$ cat config.mk
export PLATFORM = sky130hd
export DESIGN_NAME = bp_update_sequencer
export DESIGN_NICKNAME = d
export VERILOG_FILES = /design/src/rtl/rv32i_types.sv /design/src/rtl/sat_counter_update.sv /design/src/rtl/bp_update_sequencer.sv
export SDC_FILE = /design/constraint.sdc
export NUM_CORES = 1
export LEC_CHECK = 0
export ABC_AREA = 1
export CAP_MARGIN = 40
export CORE_ASPECT_RATIO = 1.5
export CORE_MARGIN = 5
export CORE_UTILIZATION = 40
export DETAILED_ROUTE_END_ITERATION = 16
export PLACE_DENSITY = 0.91
export SLEW_MARGIN = 25
export SYNTH_ARGS = -nofsm -noshare
export SYNTH_HDL_FRONTEND = slang
export SYNTH_HIERARCHICAL = 1
export SYNTH_SLANG_ARGS = --single-unit
$ cat constraint.sdc
create_clock -name clk -period 1.25 [get_ports clk]
set_clock_uncertainty 0.05 [all_clocks]
set_input_delay 0.25 -clock clk [delete_from_list [all_inputs] [get_ports clk]]
set_output_delay 0.25 -clock clk [all_outputs]
set_load 0.01 [all_outputs]
$ cat src/rtl/rv32i_types.sv
// ============================================================================
// Module      : rv32i_types
// Description : Shared branch-predictor types and counter encodings.
// Revision    : 1.0 - initial release
// ============================================================================
`default_nettype none

package rv32i_types;

   typedef enum logic [0:0] {
      BP_CLEAR = 1'b0,
      BP_READY = 1'b1
   } bp_seq_state_t;

   localparam logic [1:0] BP_CNT_STRONG_T = 2'b11;
   localparam logic [1:0] BP_CNT_WEAK_T   = 2'b10;
   localparam logic [1:0] BP_CNT_WEAK_NT  = 2'b01;

endpackage

`default_nettype wire

$ cat src/rtl/sat_counter_update.sv
// ============================================================================
// Module      : sat_counter_update
// Description : Next 2-bit prediction counter for a resolved branch.
// Revision    : 1.0 - initial release
// ============================================================================
`default_nettype none

module sat_counter_update
   import rv32i_types::*;
(
   input  logic [1:0] counter,
   input  logic       taken,
   input  logic       hit,
   input  logic       jump,
   output logic [1:0] next_counter
);

   // A BTB miss has no trustworthy history, so it seeds a weak state instead.
   always_comb begin
      next_counter = counter;
      if (jump) begin
         next_counter = BP_CNT_STRONG_T;
      end else if (!hit) begin
         next_counter = taken ? BP_CNT_WEAK_T : BP_CNT_WEAK_NT;
      end else if (taken) begin
         next_counter = (counter == 2'b11) ? counter : counter + 2'd1;
      end else begin
         next_counter = (counter == 2'b00) ? counter : counter - 2'd1;
      end
   end

endmodule

`default_nettype wire

$ cat src/rtl/bp_update_sequencer.sv
// ============================================================================
// Module      : bp_update_sequencer
// Description : Sequences clear sweeps, MEM-stage counter updates and flush
//               pulses onto the predictor tables' single write port.
// Revision    : 1.0 - initial release
// ============================================================================
`default_nettype none

module bp_update_sequencer
   import rv32i_types::*;
#(
   parameter int         s_index      = 10,
   parameter logic [1:0] init_counter = 2'b01
) (
   input  logic               clk,
   input  logic               rst,
   input  logic               mem_valid,
   input  logic               mem_stall,
   input  logic               mem_is_branch,
   input  logic               mem_is_jump,
   input  logic               mem_BTB_hit,
   input  logic [1:0]         mem_predicted_branch_outcome,
   input  logic               mem_actual_branch_outcome,
   input  logic               mem_misprediction,
   input  logic [31:0]        mem_pc_out,
   input  logic               inval_req,
   output logic               wr_en,
   output logic [s_index-1:0] wr_index,
   output logic [1:0]         wr_counter,
   output logic               wr_clear,
   output logic               bp_ready,
   output logic               flush_pipeline
);

   localparam logic [s_index-1:0] c_idx_one  = s_index'(1);
   localparam logic [s_index-1:0] c_idx_last = {s_index{1'b1}};

   bp_seq_state_t      r_state, w_state_nxt;
   logic [s_index-1:0] r_sweep_idx, w_idx_nxt;
   logic               r_done, w_done_nxt;
   logic               w_wr_en_nxt, w_wr_clear_nxt, w_bp_ready_nxt, w_flush_nxt;
   logic [s_index-1:0] w_wr_index_nxt;
   logic [1:0]         w_wr_counter_nxt;
   logic [1:0]         w_upd_counter;
   logic               w_event;
   logic               w_unused_pc_bits;

   assign w_unused_pc_bits = ^{mem_pc_out[31:s_index+2], mem_pc_out[1:0]};

   // done keeps a stalled instruction from being seen again while it sits in MEM
   assign w_event = mem_valid & mem_is_branch & ~r_done;

   sat_counter_update u_sat (
      .counter      (mem_predicted_branch_outcome),
      .taken        (mem_actual_branch_outcome),
      .hit          (mem_BTB_hit),
      .jump         (mem_is_jump),
      .next_counter (w_upd_counter)
   );

   always_comb begin
      w_state_nxt      = r_state;
      w_idx_nxt        = r_sweep_idx;
      w_done_nxt       = r_done;
      w_wr_en_nxt      = 1'b0;
      w_wr_index_nxt   = '0;
      w_wr_counter_nxt = 2'b00;
      w_wr_clear_nxt   = 1'b0;
      w_bp_ready_nxt   = 1'b0;
      w_flush_nxt      = w_event & mem_misprediction;

      if (inval_req) begin
         // Entry 0 is written immediately, so the sweep resumes at 1.
         w_state_nxt      = BP_CLEAR;
         w_idx_nxt        = c_idx_one;
         w_wr_en_nxt      = 1'b1;
         w_wr_clear_nxt   = 1'b1;
         w_wr_counter_nxt = init_counter;
      end else begin
         case (r_state)
            BP_CLEAR: begin
               w_wr_en_nxt      = 1'b1;
               w_wr_clear_nxt   = 1'b1;
               w_wr_index_nxt   = r_sweep_idx;
               w_wr_counter_nxt = init_counter;
               w_idx_nxt        = r_sweep_idx + c_idx_one;
               if (r_sweep_idx == c_idx_last) begin
                  w_state_nxt = BP_READY;
               end
            end
            BP_READY: begin
               w_bp_ready_nxt = 1'b1;
               if (w_event) begin
                  w_wr_en_nxt      = 1'b1;
                  w_wr_index_nxt   = mem_pc_out[s_index+1:2];
                  w_wr_counter_nxt = w_upd_counter;
               end
            end
            default: begin
               w_state_nxt = BP_CLEAR;
               w_idx_nxt   = '0;
            end
         endcase
      end

      if (!mem_stall) begin
         w_done_nxt = 1'b0;
      end else if (w_event && !inval_req) begin
         w_done_nxt = 1'b1;
      end
   end

   always_ff @(posedge clk or negedge rst) begin
      if (!rst) begin
         r_state        <= BP_CLEAR;
         r_sweep_idx    <= '0;
         r_done         <= 1'b0;
         wr_en          <= 1'b0;
         wr_index       <= '0;
         wr_counter     <= 2'b00;
         wr_clear       <= 1'b0;
         bp_ready       <= 1'b0;
         flush_pipeline <= 1'b0;
      end else begin
         r_state        <= w_state_nxt;
         r_sweep_idx    <= w_idx_nxt;
         r_done         <= w_done_nxt;
         wr_en          <= w_wr_en_nxt;
         wr_index       <= w_wr_index_nxt;
         wr_counter     <= w_wr_counter_nxt;
         wr_clear       <= w_wr_clear_nxt;
         bp_ready       <= w_bp_ready_nxt;
         flush_pipeline <= w_flush_nxt;
      end
   end

endmodule

`default_nettype wire

# Word level (Yosys, flattened, before mapping)
# Index checks and enable logic that the tools add are counted.
# W data, S select, Z words.
dict set report op_classes {
  addsub 3
  n_eq_ne 4
  muxes 26
  bitwise_logic 5
  n_reduce_logical 3
}
# op n
set op_table {}
lappend op_table {{$mux W10} 4}
lappend op_table {{$pmux W10 S2} 1}
lappend op_table {{$mux W2} 8}
lappend op_table {{$mux W1} 11}
lappend op_table {{$add A10 B1 Y10 const B} 1}
lappend op_table {{$eq A10 B10 Y1 const B} 1}
lappend op_table {{$pmux W2 S2} 1}
lappend op_table {{$and A1 B1 Y1} 3}
lappend op_table {{$add A2 B1 Y2 const B} 1}
lappend op_table {{$eq A2 B2 Y1 const B} 1}
lappend op_table {{$logic_not A2 Y1} 1}
lappend op_table {{$ne A2 B1 Y1 const B} 1}
lappend op_table {{$ne A2 B2 Y1 const B} 1}
lappend op_table {{$not A1 Y1} 2}
lappend op_table {{$pmux W1 S2} 1}
lappend op_table {{$sub A2 B1 Y2 const B} 1}
lappend op_table {{$logic_and A1 B1 Y1} 1}
lappend op_table {{$logic_not A1 Y1} 1}
dict set report word_totals {
  ff_bits 28
  inputBits 44
  output_inout_bits 16
}

# Depth between registers and ports, before layout
# Gate-level depths: netlist (run 1).
dict set report depth {
  word_depth 8
  ltp_mapped 7
  depth_no_buf 7
}

# By module
# Netlist (run 1), hierarchy kept.
# module instances cells_each area_each_um2
set modules_own_cells {}
lappend modules_own_cells {bp_update_sequencer 1 132 1207.4}
lappend modules_own_cells {sat_counter_update 1 12 55.1}

# Least setup slack after synthesis (run 1)
# OpenSTA, ideal clock, no wires.
dict set report synth_path {
  path_kind {register to register}
  startpoint {register r_sweep_idx[0]}
  endpoint {register r_sweep_idx[6]}
  t_arrival_ps 1040
  required_time_ps 1136
  setup_slack_ps 96
  stages_incl_launch_ff 7
  n_path_buf 0
  synth_period_minus_slack_ps 1154
  path_cell_list {dfrtp_1 > ha_1 > nand3_1 > nor2_2 > nand2_1 > a21oi_1 > o21a_1}
}
dict set report synth_via {
  elab_chain_cells 3
}
# element line_no
set synth_lines {}
lappend synth_lines {{start: declaration} bp_update_sequencer.sv:39} ;# logic [s_index-1:0] r_sweep_idx, w_idx_nxt;
lappend synth_lines {{start signal: assignment} bp_update_sequencer.sv:126} ;# r_sweep_idx <= w_idx_nxt;
lappend synth_lines {{$add A10 B1 Y10} bp_update_sequencer.sv:86} ;# w_idx_nxt = r_sweep_idx + c_idx_one;
lappend synth_lines {{$mux W10} bp_update_sequencer.sv:80} ;# case (r_state)
lappend synth_lines {{$mux W10} bp_update_sequencer.sv:72} ;# if (inval_req) begin
# No other way between the ends. The select of a mux whose other input is x is not followed.
# A chain may end at the register's enable or synchronous reset.

# Final worst setup path (run 1)
dict set report layout_path {
  startpoint {register r_sweep_idx[0]}
  endpoint {register r_sweep_idx[7]}
}
# Same word-level chain as after synthesis.

==> flow_summary_export.csv, run 1 <==
group,metric,value,unit
finish,antenna_cells,0,
clocking,ctsHtreeMaxLevel,1,
critical_path,max_stage_delay,380,ps
routing,num_vias,1224,
sta,layout_setup_ws,-56.3,ps
pwr,power_frac_clock,0.316,
sta,report.final.slew_viol_count,0,
clocking,cts_tree,"built",
global_routing,grt_pass1_wl,5470,µm
critical_path,worst-path-max-fanout,3,
finish,final_cells,242,
yosys,ys_seq_area_frac,0.555,
clocking,clock_sink_count,28,
yosys,syn_avg_cell_area,8.77,µm²
global_routing,track_usage,0.155,
sta,hold_violations,0,
pwr,powerDensity,911,mW/mm²
pwr,p_leak,0.892,nW
yosys,synth_cell_types,21,
routing,drt_iter0_drc,46,
critical_path,worst_ep_required_time,1400,ps
yosys,syn_nets,189,
min_path,hold_path_class,"in2async",
sta,period_share,1.05,
placement,post-place-ws,-277,ps
global_routing,grt-ovfl-total,0,
placement,finalWeightedCongestion,0.912,
sta,grt_setup_unrepaired,"true",
routing,drc,0,
die,die_x,55.9,µm
critical_path,rr_worst_depth,7,
sta,timing.fmax,0.766,GHz
sta,setup_violations,3,
critical_path,regToRegEndpoint,"r_sweep_idx[7]",
yosys,synth-seq-cells,28,
clocking,clkLatencyLatePin,280,ps
routing,drt_wl_total,3570,µm
yosys,synthMuxAreaShare,0,
routing,viasPerCell,5.06,
yosys,synthCells,144,
placement,port_buffers,37,
yosys,synth_area,0.00126,mm²
clocking,clk_pin_slew,90,ps
die,row_count,25,
critical_path,cp-start-kind,"flop",
yosys,synth_top_family_by_area,"simple AND/OR/NAND/NOR gates",
pwr,comb_power_share,0.156,
critical_path,cp.arrival,1460,ps
pwr,sw_frac_of_total,0.238,
outcome,violations,"negative setup slack",
global_routing,first_global_vias,1259,
routing,ant_nets,0,
finish,drive_gt1_frac,0.233,
die,die_area,0.00440,mm²
placement,dp_cells,235,
clocking,cts_buffer_depth,2,
pwr,irDropWorstVdd,0.000477,V
pwr,p_sw,423,µW
finish,nets,248,
finish,final_util,0.632,
routing,wire_per_inst,14.7,µm
placement,post_dp_cell_area,0.00183,mm²
sta,holdWs,276,ps
finish,final_cell_area,0.00196,mm²
yosys,yosys.area_share.adder,0.00991,
yosys,ys_async_sr_fraction,1.00,
pwr,power,1.78,mW
pwr,power.share.sequential,0.528,
routing,drt_pass1_iterations,4,
critical_path,regToRegSetupSlack,-60,ps
clocking,clockRootBuffer,"clkbuf_8",
clocking,cts_hold_buf,0,
yosys,synth-compound-area-share,0.140,
yosys,synth_xor_area_frac,0,
pwr,p_int,1.36,mW
global_routing,grt_max_degree,29,
finish,area_delta_synth_final,55.0,%
yosys,synth_edf_count,0,
placement,hpwl,2510,µm
die,io_pins,60,
die,fp.coreArea,0.00310,mm²
critical_path,path_class,"reg2reg",
global_routing,antenna_found_initial,0,
critical_path,crit_slowest_cell,"dfrtp_1",
outcome,status,"finished with violations",
job,drv_cap,0,
critical_path,cpMostUsedCell,"nand2_2",
critical_path,r2r-start,"r_sweep_idx[0]",
sta,tns,-80.6,ps
sta,period_needed,1310,ps
sta,slew-limit-headroom,0.816,
die,initial_utilization,0.408,
yosys,synth_top_flop_cell,"dfrtp_1",
critical_path,crit_chain,"buf_4 -> nand2_2 -> inv_1 -> nand2_2 -> nor2_4 -> nand3_1 -> a21oi_2",
yosys,synth-simple-area-share,0.232,
critical_path,end_kind,"flop",
sta,worst_pin_slew,276,ps
die,die-height,78.8,µm
yosys,yosysWarnings,6,
clocking,numCtsBuffers,3,
[worst max-delay path by stage]
stage	slack (ps)	start	endpoint
floorplan	100	r_sweep_idx[0]	r_sweep_idx[6]
global placement	-200	inval_req	r_done
detailed placement	-280	mem_is_branch	wr_index[7]
CTS	5	wr_counter[0]	wr_counter[0]
global route	-130	r_sweep_idx[0]	r_sweep_idx[8]
finish	-60	r_sweep_idx[0]	r_sweep_idx[7]
[cell type report]
type	count	area, µm²
Clock buffer	4	55.1
Multi-Input combinational cell	97	541
Tap cell	40	50.0
Timing Repair Buffer	55	537
Inverter	18	72.6
Fill cell	229	1140
Sequential cell	28	702
[power groups by stage]
stage,combinational [mW],clock [mW],sequential [mW]
after floorplan,0.0739,0,0.963
after global placement,0.243,0,0.956
after detailed placement,0.251,0,0.958
after CTS,0.248,0.562,0.941
after global routing,0.301,0.601,0.944
final,0.278,0.563,0.942
[registers in the layout, summed over array words and instances, names as in the netlist]
name	cells
bp_ready	1
flush_pipeline	1
r_done	1
r_state	1
r_sweep_idx	10
wr_clear	1
wr_counter	2
wr_en	1
wr_index	10
[synthesized netlist by cell type, types with 4 or more instances]
master | n | area [µm²]
nand2_1 | 36 | 135
dfrtp_1 | 28 | 701
a21oi_1 | 18 | 90.1
inv_1 | 15 | 56.3
nor2_1 | 8 | 30.0
o21ai_1 | 5 | 25.0
nand2_2 | 4 | 25.0
nand3_1 | 4 | 20.0
nor2_2 | 4 | 25.0
[worst max-delay path, delay by kind of cell, from the launching register on]
family / cells / cell delay, ps
buffers and inverters: 2 / 210
AND/OR/NAND/NOR: 4 / 410
flip-flops: 1 / 380
AO/OA/AOI/OAI: 1 / 180
[cell families (layout without fill, tap and decap cells)]
kind of cell | Yosys count | count (layout)
adder cells (fa/ha/maj) | 1 | 1
AND/OR/NAND/NOR | 63 | 64
AO/OA/AOI/OAI | 32 | 32
flip-flops | 28 | 28
buffers and inverters | 20 | 77
[per-layer routing]
layer | global-route usage | part of all wire
met1 | 0.165 | 0.36
met2 | 0.291 | 0.56
met3 | 0.0179 | 0.038
met4 | 0.0903 | 0.040
met5 | 0 | 0
[placed cells by master, fill, tap and decap left out, types with 3 or more instances in the layout]
| master | synthesis | routed |
|---|---|---|
| o21ai_0 | 3 | 3 |
| nand4_1 | 3 | 3 |
| nand2_1 | 36 | 34 |
| nor2_4 | 3 | 6 |
| nor2_1 | 8 | 8 |
| dlygate4sd2_1 | 0 | 5 |
| buf_4 | 0 | 15 |
| clkbuf_8 | 0 | 4 |
| o21ai_1 | 5 | 5 |
| clkdlybuf4s50_1 | 0 | 21 |
| clkdlybuf4s15_1 | 0 | 11 |
| a21oi_1 | 18 | 16 |
| dfrtp_1 | 28 | 27 |
| o21a_1 | 3 | 3 |
| buf_12 | 0 | 3 |
| inv_1 | 15 | 14 |
| inv_2 | 2 | 3 |
| nand2_2 | 4 | 6 |
[repair_timing]
action / in CTS / in global routing
pin swaps: 0 / 2
buffers inserted: 0 / 2
gates cloned: 0 / 1
setup endpoints to repair: 17 / 26
gates resized for setup: 19 / 24
Power figures use the tool's default switching activity.
==> run 2: changes to the inputs <==
Settings changed: CELL_PAD_IN_SITES_DETAIL_PLACEMENT from default to 0, CELL_PAD_IN_SITES_GLOBAL_PLACEMENT from default to 2, CORE_UTILIZATION 40 to 22, PLACE_DENSITY 0.91 to 0.9.
==> run 2 against run 1 <==
The flow still finishes with violations (negative setup slack). Sequential power about the same. Cell area up 2.7%. Combinational power down 4%. Critical endpoint is now wr_counter[0].
==> flow_summary_export.csv, run 2 (same netlist as run 1, synthesis figures left out) <==
group,metric,value,unit
finish,drive_gt1_frac,0.240,
global_routing,first_global_vias,1150,
placement,port_buffers,37,
sta,worst_pin_slew,191,ps
global_routing,grt_max_degree,29,
finish,largestRegisters,"r_sweep_idx x10, wr_index x10, wr_counter x2",
sta,period_share,1.02,
routing,drt_wl_total,3170,µm
clocking,ctsHtreeMaxLevel,1,
outcome,status,"finished with violations",
sta,layout_setup_ws,-30.9,ps
routing,drt_pass1_iterations,4,
placement,post-place-ws,-227,ps
die,die_area,0.00738,mm²
min_path,hold_path_class,"in2async",
pwr,power,1.77,mW
routing,drt_iter0_drc,76,
finish,final_util,0.363,
clocking,cts_tree,"built",
clocking,clk_pin_slew,90,ps
clocking,clockRootBuffer,"clkbuf_8",
die,die-height,103,µm
outcome,violations,"negative setup slack",
routing,viasPerCell,4.19,
critical_path,worst_ep_required_time,1370,ps
sta,period_needed,1280,ps
finish,antenna_cells,0,
critical_path,path_class,"reg2reg",
global_routing,antenna_found_initial,0,
finish,nets,250,
critical_path,worst-path-max-fanout,7,
critical_path,cp.arrival,1400,ps
critical_path,end_kind,"flop",
job,drv_cap,0,
clocking,cts_buffer_depth,2,
die,die_x,71.9,µm
sta,holdWs,272,ps
clocking,cts_hold_buf,0,
pwr,p_leak,0.913,nW
sta,setup_violations,2,
clocking,clock_sink_count,28,
finish,layout_common_cells,"nand2_1 (35), dfrtp_1 (26), clkdlybuf4s50_1 (21)",
global_routing,track_usage,0.0851,
sta,grt_setup_unrepaired,"true",
pwr,powerDensity,880,mW/mm²
routing,ant_nets,0,
die,row_count,33,
finish,final_common_cell,"nand2_1",
die,fp.coreArea,0.00553,mm²
sta,slew-limit-headroom,0.872,
pwr,irDropWorstVdd,0.000380,V
finish,fillCellCount,589,
global_routing,grt_pass1_wl,5050,µm
die,initial_utilization,0.228,
placement,hpwl,2270,µm
placement,finalWeightedCongestion,0.741,
global_routing,grt-ovfl-total,0,
finish,area_delta_synth_final,59.3,%
sta,report.final.slew_viol_count,0,
clocking,numCtsBuffers,3,
sta,timing.fmax,0.781,GHz
clocking,clkLatencyLatePin,270,ps
routing,num_vias,1149,
die,io_pins,60,
sta,hold_violations,0,
routing,wire_per_inst,11.6,µm
routing,drc,0,
critical_path,cp-start-kind,"flop",
==> run 2: layout make-up <==
cell class	instances	area, µm²	share of cell area
Inverter	18	72.6	0.0361
Sequential cell	28	703	0.350
Multi-Input combinational cell	97	553	0.275
Tap cell	70	87.6	0.0436
Clock buffer	4	55.1	0.0274
Timing Repair Buffer	57	539	0.268
==> run 2: worst paths after layout <==
| check | startpoint | end | slack (ps) | cells after the start |
|---|---|---|---|---|
| min | rst | r_sweep_idx[4] | 270 | 2 |
| max | r_state | wr_counter[0] | -30 | 5 |
| min reg2reg | r_sweep_idx[9] | r_sweep_idx[9] | 490 | 2 |
| max in group asynchronous | rst | r_state | 710 | 2 |
| max reg2reg | r_state | wr_counter[0] | -30 | 5 |
| min in group clk | mem_misprediction | flush_pipeline | 430 | 3 |
==> run 2: timing repair <==
action | CTS | global route
gates resized for setup | 18 | 29
buffers inserted | 1 | 5
cloned | 0 | 1
pin swaps | 0 | 9
setup endpoints to repair | 19 | 26
hold endpoints to repair | 0 | 0
==> run 2: through the flow <==
step	instances	instance area [µm²]	TNS [ps]
final	274	2010	-35.4
after CTS	269	1880	0
after global placement	264	1840	-3230
after global routing	274	2010	-531
after detailed placement	264	1840	-3420
after floorplan	144	1260	0
==> run 2: worst max-delay path, cell delays in order (launching register included) <==
cell and delay [ps]:
dfrtp_2 460, clkinv_4 140, buf_12 150, nor2_4 130, inv_2 80, o21a_1 160
==> run 2: where the power goes <==
part	switching [mW]	total [mW]	internal, mW
clock network	0.276	0.558	0.282
logic	0.125	0.268	0.142
registers	0.0167	0.944	0.928
==> run 2: per-layer routing <==
| metal | track usage | part of all wire | vias up |
|---|---|---|---|
| met5 | 0 | 0 | - |
| met4 | 0.0217 | 0.010 | 0 |
| met3 | 0.0176 | 0.069 | 4 |
| met2 | 0.153 | 0.49 | 33 |
| met1 | 0.103 | 0.43 | 528 |
| li1 | - | - | 584 |
==> run 3: changes to the inputs <==
Settings changed: ABC_AREA 1 to 0, ABC_CLOCK_PERIOD_IN_PS from default to 1250, CORE_UTILIZATION 22 to 23, PLACE_DENSITY 0.9 to 0.91.
==> run 3 against run 2 <==
The flow still finishes with violations (negative setup slack). Sequential power rose by 0.5%. Via count is 3.5% lower. Critical endpoint is now r_sweep_idx[6]. Critical path type unchanged. Global-route usage increased by 0.64 points. First-iteration DRC count decreased by 58%. Core utilization up 2.2 points.
==> flow_summary_export.csv, run 3 <==
group,metric,value,unit
yosys,yosys.area.top_type,"dfrtp_1",
global_routing,antenna_found_initial,0,
routing,drc,0,
pwr,power,1.68,mW
clocking,clockRootBuffer,"clkbuf_8",
yosys,synth-seq-cells,28,
finish,layout_common_cells,"dfrtp_1 (28), buf_4 (20), clkdlybuf4s50_1 (19)",
routing,num_vias,1109,
clocking,cts_tree,"built",
yosys,syn_avg_cell_area,10.9,µm²
global_routing,grt_pass1_wl,5150,µm
global_routing,met3_usage,0.0112,
outcome,violations,"negative setup slack",
pwr,powerDensity,852,mW/mm²
critical_path,worst_ep_required_time,1400,ps
pwr,p_leak,0.895,nW
routing,wire_per_inst,14.0,µm
global_routing,busiest_layer,"met2",
global_routing,first_global_vias,1142,
critical_path,r2r-start,"r_sweep_idx[0]",
sta,period_needed,1370,ps
clocking,clock_sink_count,28,
routing,drt_pass1_iterations,4,
placement,finalWeightedCongestion,0.785,
yosys,yosysMostFrequentCell,"dfrtp_1",
critical_path,path_class,"reg2reg",
die,row_count,32,
global_routing,track_usage,0.0915,
global_routing,gr-usage-met2,0.177,
finish,fillCellCount,547,
global_routing,grt_max_degree,29,
yosys,yosysWarnings,6,
clocking,ctsHtreeMaxLevel,1,
sta,period_share,1.10,
critical_path,end_kind,"flop",
die,fp.coreArea,0.00512,mm²
clocking,clk_pin_slew,90,ps
critical_path,regToRegSetupSlack,-120,ps
critical_path,worst-path-max-fanout,4,
yosys,synth_edf_count,0,
routing,viasPerCell,4.62,
finish,drive_gt1_frac,0.267,
finish,area_delta_synth_final,63.3,%
outcome,status,"finished with violations",
die,initial_utilization,0.236,
die,die_x,69.2,µm
pwr,irDropWorstVdd,0.000307,V
finish,final_util,0.385,
critical_path,cp-start-kind,"flop",
yosys,syn_nets,156,
routing,drt_wl_total,3360,µm
global_routing,grt-ovfl-total,0,
yosys,synthCells,111,
sta,layout_setup_ws,-120,ps
clocking,clkLatencyLatePin,270,ps
yosys,ys_top_cells_by_area,"dfrtp_1 (58%), a22oi_1 (5.6%), nor2_1 (5.3%), a21oi_1 (4.1%), xnor2_1 (2.2%)",
sta,timing.fmax,0.730,GHz
routing,drt_iter0_drc,32,
yosys,synth_area,0.00121,mm²
sta,report.final.slew_viol_count,0,
critical_path,regToRegEndpoint,"r_sweep_idx[6]",
critical_path,cp.arrival,1520,ps
yosys,synth_cell_types,29,
yosys,synth_top_flop_cell,"dfrtp_1",
finish,largestRegisters,"r_sweep_idx x10, wr_index x10, wr_counter x2",
yosys,ys_async_sr_fraction,1.00,
die,io_pins,60,
placement,post-place-ws,-339,ps
clocking,numCtsBuffers,3,
sta,hold_violations,0,
sta,setup_violations,7,
clocking,cts_hold_buf,0,
die,die_area,0.00683,mm²
clocking,cts_buffer_depth,2,
min_path,hold_path_class,"in2async",
finish,nets,219,
sta,grt_setup_unrepaired,"true",
yosys,yosys.area.top_type_share,0.580,
yosys,yosys-top-cells-count,"dfrtp_1 (28), nor2_1 (17), a21oi_1 (10)",
yosys,ys_seq_area_frac,0.580,
critical_path,rr_worst_depth,4,
global_routing,met1_usage,0.0974,
finish,antenna_cells,0,
finish,final_common_cell,"dfrtp_1",
routing,ant_nets,0,
sta,worst_pin_slew,239,ps
job,drv_cap,0,
placement,port_buffers,37,
placement,hpwl,2330,µm
sta,slew-limit-headroom,0.841,
die,die-height,98.8,µm
-- run 3: cell types whose count changed after synthesis, moves of 4 or more --
cell | previous run | this run
nand2_1 | 36 | 3
inv_1 | 15 | 4
a22oi_1 | 0 | 9
nor2_1 | 8 | 17
a21oi_1 | 18 | 10
o21ai_1 | 5 | 0
nand2_2 | 4 | 0
nand2b_1 | 0 | 4
nor2_2 | 4 | 0
-- run 3: area by class of cell --
cell class	instances	area [µm²]	share of cell area
timing repair inverter	1	7.51	0.00380
clock buffer	3	41.3	0.0209
tap	68	85.1	0.0431
inverter	4	18.8	0.00951
timing repair buffer	60	549	0.278
multi-input combinational	76	571	0.289
sequential	28	701	0.355
-- run 3: critical path, cell delays in order (launching register included) --
cell and delay (ps):
dfrtp_1 400, ha_4 170, nand4b_1 160, or3_1 370, a21oi_2 160
-- run 3: through the flow --
stage	setup TNS [ps]	cell area [µm²]	hold WS, ps	instances
2_1_floorplan	-314	1210	-95.6	111
3_3_place_gp	-3770	1800	511	231
3_5_place_dp	-4000	1800	515	231
4_1_cts	-521	1880	279	237
5_1_grt	-1060	1970	287	240
6_report	-549	1970	271	240
-- run 3: power by group --
part	switching [mW]	internal, mW
clock network	0.261	0.216
logic	0.108	0.147
registers	0.0209	0.928
total	0.390	1.29
-- run 3: cell families after synthesis --
kind of cell | count (synthesis) | synth area share
adders and majority gates | 1 | 0.0104
DFF | 28 | 0.580
AOI/OAI and AO/OA | 30 | 0.161
and+or+nand+nor | 40 | 0.193
buffers and inverters | 8 | 0.0259
muxes | 1 | 0.00828
xor gates and xnor gates | 3 | 0.0217
-- run 3: worst max-delay path by stage --
stage / startpoint / to / slack [ps] / cells past startpoint
3_5_place_dp: mem_predicted_branch_outcome[0] / wr_counter[0] / -340 / 5
4_1_cts: r_sweep_idx[0] / r_sweep_idx[6] / -120 / 4
3_3_place_gp: mem_predicted_branch_outcome[0] / wr_counter[0] / -310 / 5
5_1_grt: r_sweep_idx[0] / r_sweep_idx[6] / -180 / 4
2_1_floorplan: r_sweep_idx[1] / r_sweep_idx[6] / -80 / 4
6_report: r_sweep_idx[0] / r_sweep_idx[6] / -120 / 4
-- run 3: what timing repair did --
action | in CTS | in global routing
buffers inserted | 3 | 1
pin swaps | 3 | 6
gates resized for setup | 25 | 19
gates cloned | 0 | 2
endpoints found under the setup margin | 26 | 22
-- run 3: routing by layer --
metal / vias up / wire length, µm / part of all wire
li1: 522 / - / -
met1: 557 / 1180 / 0.35
met2: 26 / 2010 / 0.60
met3: 4 / 113 / 0.034
met4: 0 / 53 / 0.016
met5: - / 0 / 0
